## config.mk

```make
export PLATFORM = sky130hd
export DESIGN_NAME = mem_wb_stage
export DESIGN_NICKNAME = d
export VERILOG_FILES = /design/src/rtl/mem_wb_pkg.sv /design/src/rtl/mem_wb_stage_timeout.sv /design/src/rtl/mem_wb_stage.sv
export SDC_FILE = /design/constraint.sdc
export NUM_CORES = 1
export LEC_CHECK = 0
export CAP_MARGIN = 20
export CORE_MARGIN = 5
export CORE_UTILIZATION = 30
export CTS_BUF_LIST = sky130_fd_sc_hd__clkbuf_2 sky130_fd_sc_hd__clkbuf_4 sky130_fd_sc_hd__clkbuf_8
export CTS_CLUSTER_SIZE = 16
export DETAILED_ROUTE_END_ITERATION = 10
export GPL_TIMING_DRIVEN = 0
export HOLD_SLACK_MARGIN = 0.12
export PLACE_DENSITY_LB_ADDON = 0.25
export SYNTH_ARGS = -nofsm -noshare
export SYNTH_HDL_FRONTEND = slang
export SYNTH_SLANG_ARGS = --single-unit
```

## constraint.sdc

```tcl
create_clock -name clk -period 2.1 [get_ports clk]
set_input_delay 0.525 -clock clk [delete_from_list [all_inputs] [get_ports clk]]
set_output_delay 0.525 -clock clk [all_outputs]
set_load 0.01 [all_outputs]
```

## src/rtl/mem_wb_pkg.sv

```systemverilog
// Shared definitions for the MEM/WB stage: state encoding, op classes and width defaults.
package mem_wb_pkg;

  localparam int DBITS_DEF = 32;
  localparam int RIW_DEF   = 4;

  localparam logic [1:0] ST_IDLE    = 2'd0;
  localparam logic [1:0] ST_WAIT_RD = 2'd1;
  localparam logic [1:0] ST_WAIT_WR = 2'd2;

  typedef enum logic [1:0] {
    OP_ALU   = 2'd0,
    OP_LOAD  = 2'd1,
    OP_STORE = 2'd2
  } op_class_e;

  // A store wins over a load when both flags are set.
  function automatic op_class_e decode_op(input logic dmem_wrt_en, input logic mem_to_reg);
    op_class_e op;
    op = OP_ALU;
    if (dmem_wrt_en)
      op = OP_STORE;
    else if (mem_to_reg)
      op = OP_LOAD;
    return op;
  endfunction

endpackage

```

## src/rtl/mem_wb_stage_timeout.sv

```systemverilog
// Wait-state watchdog: counts WAIT cycles without memReady and flags the abort cycle.
module mem_timeout_counter #(
  parameter int TIMEOUT_CYCLES = 64
) (
  input  logic i_clk,
  input  logic i_reset,
  input  logic i_clear,
  input  logic i_enable,
  output logic o_expire
);

  localparam int CW = (TIMEOUT_CYCLES > 0) ? $clog2(TIMEOUT_CYCLES + 1) : 1;
  localparam logic [CW-1:0] LAST = CW'((TIMEOUT_CYCLES > 0) ? TIMEOUT_CYCLES - 1 : 0);

  logic [CW-1:0] r_count;

  always_ff @(posedge i_clk) begin
    if (i_reset || i_clear)
      r_count <= '0;
    else if (i_enable)
      r_count <= r_count + CW'(1);
  end

  // A zero timeout never expires.
  assign o_expire = (TIMEOUT_CYCLES > 0) && (r_count == LAST);

endmodule

```

## src/rtl/mem_wb_stage.sv

```systemverilog
// MEM/WB consumer: data-memory handshake, writeback mux and register-file write port.
// state   | meaning
// IDLE    | accepting ops; ALU/jal ops write back the following cycle
// WAIT_RD | load outstanding, memReq=1 memWe=0, upstream stalled
// WAIT_WR | store outstanding, memReq=1 memWe=1, upstream stalled
module mem_wb_stage
  import mem_wb_pkg::*;
#(
  parameter int DBITS               = DBITS_DEF,
  parameter int REG_INDEX_BIT_WIDTH = RIW_DEF,
  parameter int TIMEOUT_CYCLES      = 64
) (
  input  logic                           clk,
  input  logic                           reset,
  input  logic                           i_opValid,
  input  logic [DBITS-1:0]               i_dmemAddr,
  input  logic [DBITS-1:0]               i_aluOut,
  input  logic [DBITS-1:0]               i_dmemDataIn,
  input  logic [DBITS-1:0]               i_PCinc,
  input  logic                           i_dmemWrtEn,
  input  logic                           i_memtoReg,
  input  logic                           i_jal,
  input  logic                           i_regFileWrtEn,
  input  logic [REG_INDEX_BIT_WIDTH-1:0] i_regWrtIndex,
  output logic                           o_memReq,
  output logic                           o_memWe,
  output logic [DBITS-1:0]               o_memAddr,
  output logic [DBITS-1:0]               o_memWrData,
  input  logic                           i_memReady,
  input  logic [DBITS-1:0]               i_memRdData,
  output logic                           o_stall,
  output logic                           o_regWrtEn_out,
  output logic [REG_INDEX_BIT_WIDTH-1:0] o_regWrtIndex_out,
  output logic [DBITS-1:0]               o_regWrtData_out,
  output logic                           o_memErr
);

  logic [1:0]                     r_state;
  logic [DBITS-1:0]               r_addr;
  logic [DBITS-1:0]               r_wrdata;
  logic                           r_regwe;
  logic [REG_INDEX_BIT_WIDTH-1:0] r_idx;
  logic                           r_wen;
  logic [REG_INDEX_BIT_WIDTH-1:0] r_widx;
  logic [DBITS-1:0]               r_wdata;
  logic                           r_err;

  op_class_e w_op;
  logic      w_accept;
  logic      w_waiting;
  logic      w_clear;
  logic      w_count_en;
  logic      w_expire;
  logic      w_abort;

  assign w_op       = decode_op(i_dmemWrtEn, i_memtoReg);
  assign w_accept   = (r_state == ST_IDLE) && i_opValid;
  assign w_waiting  = (r_state != ST_IDLE);
  assign w_clear    = w_accept && (w_op != OP_ALU);
  assign w_count_en = w_waiting && !i_memReady;
  // memReady in the expiry cycle completes normally rather than aborting.
  assign w_abort    = w_count_en && w_expire;

  mem_timeout_counter #(
    .TIMEOUT_CYCLES(TIMEOUT_CYCLES)
  ) u_timeout (
    .i_clk   (clk),
    .i_reset (reset),
    .i_clear (w_clear),
    .i_enable(w_count_en),
    .o_expire(w_expire)
  );

  always_ff @(posedge clk) begin
    if (reset) begin
      r_state  <= ST_IDLE;
      r_addr   <= '0;
      r_wrdata <= '0;
      r_regwe  <= 1'b0;
      r_idx    <= '0;
      r_wen    <= 1'b0;
      r_widx   <= '0;
      r_wdata  <= '0;
      r_err    <= 1'b0;
    end else begin
      r_wen <= 1'b0;
      r_err <= 1'b0;
      case (r_state)
        ST_IDLE: begin
          if (w_accept) begin
            r_addr   <= i_dmemAddr;
            r_wrdata <= i_dmemDataIn;
            r_regwe  <= i_regFileWrtEn;
            r_idx    <= i_regWrtIndex;
            case (w_op)
              OP_STORE: r_state <= ST_WAIT_WR;
              OP_LOAD:  r_state <= ST_WAIT_RD;
              default: begin
                r_wen <= i_regFileWrtEn;
                if (i_regFileWrtEn) begin
                  r_widx  <= i_regWrtIndex;
                  r_wdata <= i_jal ? i_PCinc : i_aluOut;
                end
              end
            endcase
          end
        end
        ST_WAIT_RD: begin
          if (i_memReady) begin
            r_state <= ST_IDLE;
            r_wen   <= r_regwe;
            if (r_regwe) begin
              r_widx  <= r_idx;
              r_wdata <= i_memRdData;
            end
          end else if (w_abort) begin
            r_state <= ST_IDLE;
            r_err   <= 1'b1;
          end
        end
        ST_WAIT_WR: begin
          if (i_memReady) begin
            r_state <= ST_IDLE;
          end else if (w_abort) begin
            r_state <= ST_IDLE;
            r_err   <= 1'b1;
          end
        end
        default: r_state <= ST_IDLE;
      endcase
    end
  end

  assign o_memReq          = w_waiting;
  assign o_memWe           = (r_state == ST_WAIT_WR);
  assign o_memAddr         = r_addr;
  assign o_memWrData       = r_wrdata;
  assign o_stall           = w_waiting;
  assign o_regWrtEn_out    = r_wen;
  assign o_regWrtIndex_out = r_widx;
  assign o_regWrtData_out  = r_wdata;
  assign o_memErr          = r_err;

endmodule

```

== Word-level counts from Yosys, hierarchy flattened ==
Cells that the tools add are included.

* Add/sub/neg operators: 1
* Equality and inequality tests: 12
* Mux-type cells: 25
* Bitwise operators: 1
* Reductions and logical operators: 16

{| class="wikitable"
|+ Operators by type and width
! operator !! count
|-
| 2-to-1 mux 32 bit || 6
|-
| case mux 32 bit (2 select lines) || 1
|-
| 2-to-1 mux 4 bit || 5
|-
| inequality test 2 bit, second input constant || 5
|-
| 2-to-1 mux 2 bit || 4
|-
| case mux 2 bit (2 select lines) || 2
|-
| case mux 4 bit (2 select lines) || 1
|-
| adder 7 x 1 -> 7 bit, second input constant || 1
|-
| equality test 7 x 6 -> 1 bit, second input constant || 1
|-
| inequality test 3 x 1 -> 1 bit, second input constant || 2
|-
| AND reduction 6 bit || 1
|-
| nonzero test 2 bit || 3
|-
| 2-to-1 mux 1 bit || 5
|-
| equality test 2 x 1 -> 1 bit, second input constant || 2
|-
| equality test 2 bit, second input constant || 2
|-
| logical AND 1 bit || 4
|-
| OR reduction 2 bit || 2
|-
| AND reduction 3 bit || 1
|-
| OR reduction 3 bit || 1
|-
| logical NOT 2 bit || 1
|-
| case mux 1 bit (2 select lines) || 1
|-
| AND reduction 2 bit || 1
|-
| logical NOT 1 bit || 1
|-
| logical OR 1 bit || 1
|-
| NOT 1 bit || 1
|}

* Register bits after elaboration: 116
* Logic and storage cells: 65

== Depth between registers and ports, before layout ==
* Depth after elaboration: 7
* Gate-level depth with buffers: 9
* Depth with buffers taken out: 6

== Modules after synthesis ==
A second synthesis with hierarchy kept.

* Cell total of the unflattened synthesis: 611
* Area total of the unflattened synthesis: 5,205.0 sq um

{| class="wikitable"
|+ By module, submodules not included
! module !! instances !! cells each !! area an instance (sq um) !! seq. area each (sq um)
|-
| mem_wb_stage || 1 || 576 || 4,895.9 || 2,182.1
|-
| mem_timeout_counter || 1 || 35 || 309.0 || 140.1
|}

== Least setup slack after synthesis ==
OpenSTA, ideal clock, no wires.

* Path type: input to register
* Start: input port i_memtoReg
* End: register r_wdata[10] (netlist: o_regWrtData_out[10])
* Setup time: 132 ps
* Arrival: 1,603 ps
* Data required time: 1,968 ps
* Setup slack: 365 ps
* Cell stages on the path: 5
* Buffers on the path: 1
* Path through: or3b_1 > a221o_1 > clkbuf_1 > nand2_1 > a21oi_1

* Longest elaborated chain between the ends: 6
* Elaborated cells between the ends (all ways): 7
* Those cells by class: eq/ne: 3; mux: 2; reduce/logical: 2

{| class="wikitable"
|+ RTL lines
! what !! RTL line !! source
|-
| start: declaration || mem_wb_stage.sv:21 || <nowiki>input logic i_memtoReg,</nowiki>
|-
| 2-to-1 mux 1 bit (*) || mem_wb_pkg.sv:23 || <nowiki>else if (mem_to_reg)</nowiki>
|-
| 2-to-1 mux 2 bit (*) || mem_wb_pkg.sv:21 || <nowiki>if (dmem_wrt_en)</nowiki>
|-
| equality test 2 x 1 -> 1 bit / equality test 2 bit (equally long branches) || mem_wb_stage.sv:95 || <nowiki>case (w_op)</nowiki>
|-
| OR reduction 2 bit (no source line) (*) || -- ||
|-
| inequality test 2 bit (no source line) (*) || -- ||
|-
| AND reduction 6 bit (no source line) (*) || -- ||
|-
| end signal: assignment || mem_wb_stage.sv:102 || <nowiki>r_wdata <= i_jal ? i_PCinc : i_aluOut;</nowiki>
|-
| end signal: assignment || mem_wb_stage.sv:114 || <nowiki>r_wdata <= i_memRdData;</nowiki>
|-
| end: declaration || mem_wb_stage.sv:45 || <nowiki>logic [DBITS-1:0] r_wdata;</nowiki>
|}

Every way passes the cells marked *; elsewhere a longest branch is shown, timed or not.
A chain may end at the register's enable or synchronous reset.

== Final worst setup path ==
* Start: register r_state[0]
* End: output port o_stall

* Longest elaborated chain between the ends: 1

{| class="wikitable"
|+ RTL lines
! what !! RTL line !! source
|-
| start: declaration || mem_wb_stage.sv:38 || <nowiki>logic [1:0] r_state;</nowiki>
|-
| start signal: assignment || mem_wb_stage.sv:76 || <nowiki>r_state <= ST_IDLE;</nowiki>
|-
| start signal: assignment || mem_wb_stage.sv:96 || <nowiki>OP_STORE: r_state <= ST_WAIT_WR;</nowiki>
|-
| start signal: assignment || mem_wb_stage.sv:97 || <nowiki>OP_LOAD: r_state <= ST_WAIT_RD;</nowiki>
|-
| nonzero test 2 bit || mem_wb_stage.sv:58 || <nowiki>assign w_waiting = (r_state != ST_IDLE);</nowiki>
|-
| end: declaration || mem_wb_stage.sv:31 || <nowiki>output logic o_stall,</nowiki>
|}

Every way passes these cells.

==> reports/results.tsv <==
metric	value	unit
outcome	complete, no violations	
FMAX	0.500	GHz
Final Instance Area	8420	um^2
IO Port Bufs	275	
CP max stage cell	dfxtp_4	
yosys warns	0	
Synth top area share	0.476	
Synth Flop Type	dfxtp_1	
Nets	1105	
area delta synth->final	72.4	%
Crit. path cell count	5	
Post-DRT Antenna Nets	0	
final WL	17200	um
Max Fanout on Critical Path	4	
initial DRC count	195	
CTS Buffer Depth	2	
via count	5155	
DR pass1 iterations	4	
Routed WL per cell	14.9	um
cell mode on critical path	inv_2	
Post-synth EDFFs	0	
Hold Path End	o_memAddr[20]	
Starting Density	0.306	
GRT Residual Overflow	0	
largest area contributor in the netlist	dfxtp_1	
pin count of the biggest net entering global routing	17	
drt via density	4.46	
Power Dens Cells	824	nW/um^2
area of the multi-input gates	2390	um^2
Slew @ Worst Pin	0.687	ns
Cell Area, Synth	4880	um^2
fin crit share	0.953	
placed cell areas	7910	um^2
CTS sink cnt	116	
hold_ws	0.454	ns
Setup WS pre-CTS	-0.398	ns
Async S/R FF share, synth	0	
final setup TNS	0	ns
Mapped Cells	634	
CTS tree	yes	
H-tree levels	4	
arrival time at the worst endpoint	1.48	ns
Slew Limit Fails	0	
Filler cells	1596	
Worst setup EP type	output port	
largest cells by area after synthesis	dfxtp_1, nand2_1, a21oi_1	
Tmin final	2.00	ns
Synth Register Bits	116	
DP HPWL	13500	um
most frequent cells in the layout	clkdlybuf4s50_1, nand2_1, dfxtp_1, a21oi_1, mux2i_1	
Top delay family on crit path	buffers and inverters	
Top-Level Pins	277	
final core utilization	0.528	
most common cell after layout, fill and taps aside	clkdlybuf4s50_1	
GPL Wtd Cong	0.779	
crit path cell chain	inv_2 -> ha_4 -> inv_2 -> buf_4 -> dlygate4sd2_1	
Die ar.	18900	um^2
buffers and inverters on the worst path	4	
largest stage delay on the critical path	0.36	ns
flop2flop setup slack	0.15	ns
setup ws final	0.0981	ns
initial antenna violation count	0	
vias in the first global route	5009	
Avg Cell Area, Syn	7.70	um^2
Die Wd	138	um
Hold Vio Cnt, Final	0	
origin of the critical flop-to-flop path	r_state[0]	
# Max-Cap Violations	0	
syn nets	811	
Reg clk slew, reported paths	0.06	ns
post-route clock skew	0.00710	ns
Worst Setup Start Kind	flip-flop	
Critical Path RT	1.57	ns
RSZ-0062 raised after global routing	no	
clock buffer count from CTS	17	
Worst Reg-to-Reg Cells	8	
register area	2330	um^2
HP Class	reg2reg	
Max VDD drop	442	uV
global-route wire length before repair	25700	um
core area	15900	um^2
share of cells above drive strength 1	0.0659	
diode count	0	
Root Buffer	clkbuf_8	
Hold-fix buffers, CTS	0	
Distinct cells, synth	31	
setup violators final	0	
P_leak	0.00311	uW
Hold Path Depth	2	
worst-skew pair later-pin latency	0.44	ns
Crit Reg-Reg Endpoint	o_regWrtData_out[28]	
drt drc	0	
Hold Crit Start	o_memAddr[20]	
die height	138	um
global-route usage over all layers	0.176	
Worst slew margin	0.542	
worst setup path class	reg2out	
register area share after synthesis	0.476	
Rows	46	
worst max-delay path by stage:
stage	from	slack [ns]	to
after floorplan	i_memtoReg	0.37	o_regWrtData_out[10]
after global placement	i_opValid	-0.39	o_regWrtData_out[14]
after detailed placement	i_opValid	-0.40	o_regWrtData_out[5]
after CTS	r_state[0]	-0.003	o_stall
after global routing	r_state[0]	0.003	o_stall
final	r_state[0]	0.1	o_stall
cells by family after synthesis:
| group | count (synthesis) | synth area share |
|---|---|---|
| AO/OA/AOI/OAI | 146 | 0.161 |
| XOR/XNOR | 5 | 0.00897 |
| adder cells (fa/ha/maj) | 5 | 0.0128 |
| buffers and inverters | 51 | 0.0433 |
| flip-flops | 116 | 0.476 |
| multiplexers | 38 | 0.0779 |
| AND/OR/NAND/NOR | 273 | 0.221 |
registers in the layout, summed over array words and instances (netlist names), 2 cells and up:
signal	cells
o_memAddr	32
o_memWrData	32
o_regWrtData_out	32
o_regWrtIndex_out	4
r_idx	4
r_state	2
u_timeout.r_count	7
tightest hold or removal path, cell delays in order, from the launching register on:
cell	delay, ns
dfxtp_1	0.31
nand2_1	0.05
a21oi_1	0.05
cell usage after synthesis (2+ instances only):
| library cell | count |
|---|---|
| nand2b_1 | 5 |
| dfxtp_1 | 116 |
| o21ai_0 | 35 |
| clkbuf_1 | 36 |
| buf_2 | 7 |
| mux2i_1 | 38 |
| buf_1 | 2 |
| or3_1 | 2 |
| xor2_1 | 4 |
| inv_1 | 3 |
| nand3_1 | 2 |
| nand4_1 | 3 |
| a21oi_1 | 103 |
| buf_4 | 3 |
| nand2_1 | 240 |
| ha_1 | 5 |
| nor2_1 | 13 |
| a211oi_2 | 4 |
metrics by stage:
step                      instances  total power, uW
after global placement         1125             4640
after detailed placement       1125             4650
final                          1157             6940
after floorplan                 634             3540
after CTS                      1156             7000
after global routing           1157             7380
metal layers:
layer	vias to the layer above	GRT usage	wire, um
met5	-	0	0
met4	0	0.0543	238
met3	23	0.0855	2150
met2	201	0.293	8010
met1	2247	0.197	6850
li1	2684	-	-
cell type report:
type                       count  area share
clock buffer                  23      0.0354
buffer                        47      0.0251
inverter                       3     0.00164
sequential                   116       0.277
tap                          216      0.0321
timing repair buffer         276       0.328
multi-input combinational    467       0.284
clock inverter                 9      0.0178
power breakdown:
group          internal [uW]  switching [uW]  leakage, uW
Clock                   1420             897     0.000226
Sequential              2460             123     0.000950
Combinational           1040             998      0.00194
Total                   4920            2020      0.00311
what timing repair did:
action	CTS	global route
setup buffers	0	1
resized for setup	8	24
pin swaps	1	1
setup endpoints to repair	49	50
Note: power is estimated with default switching activity, not from simulation.
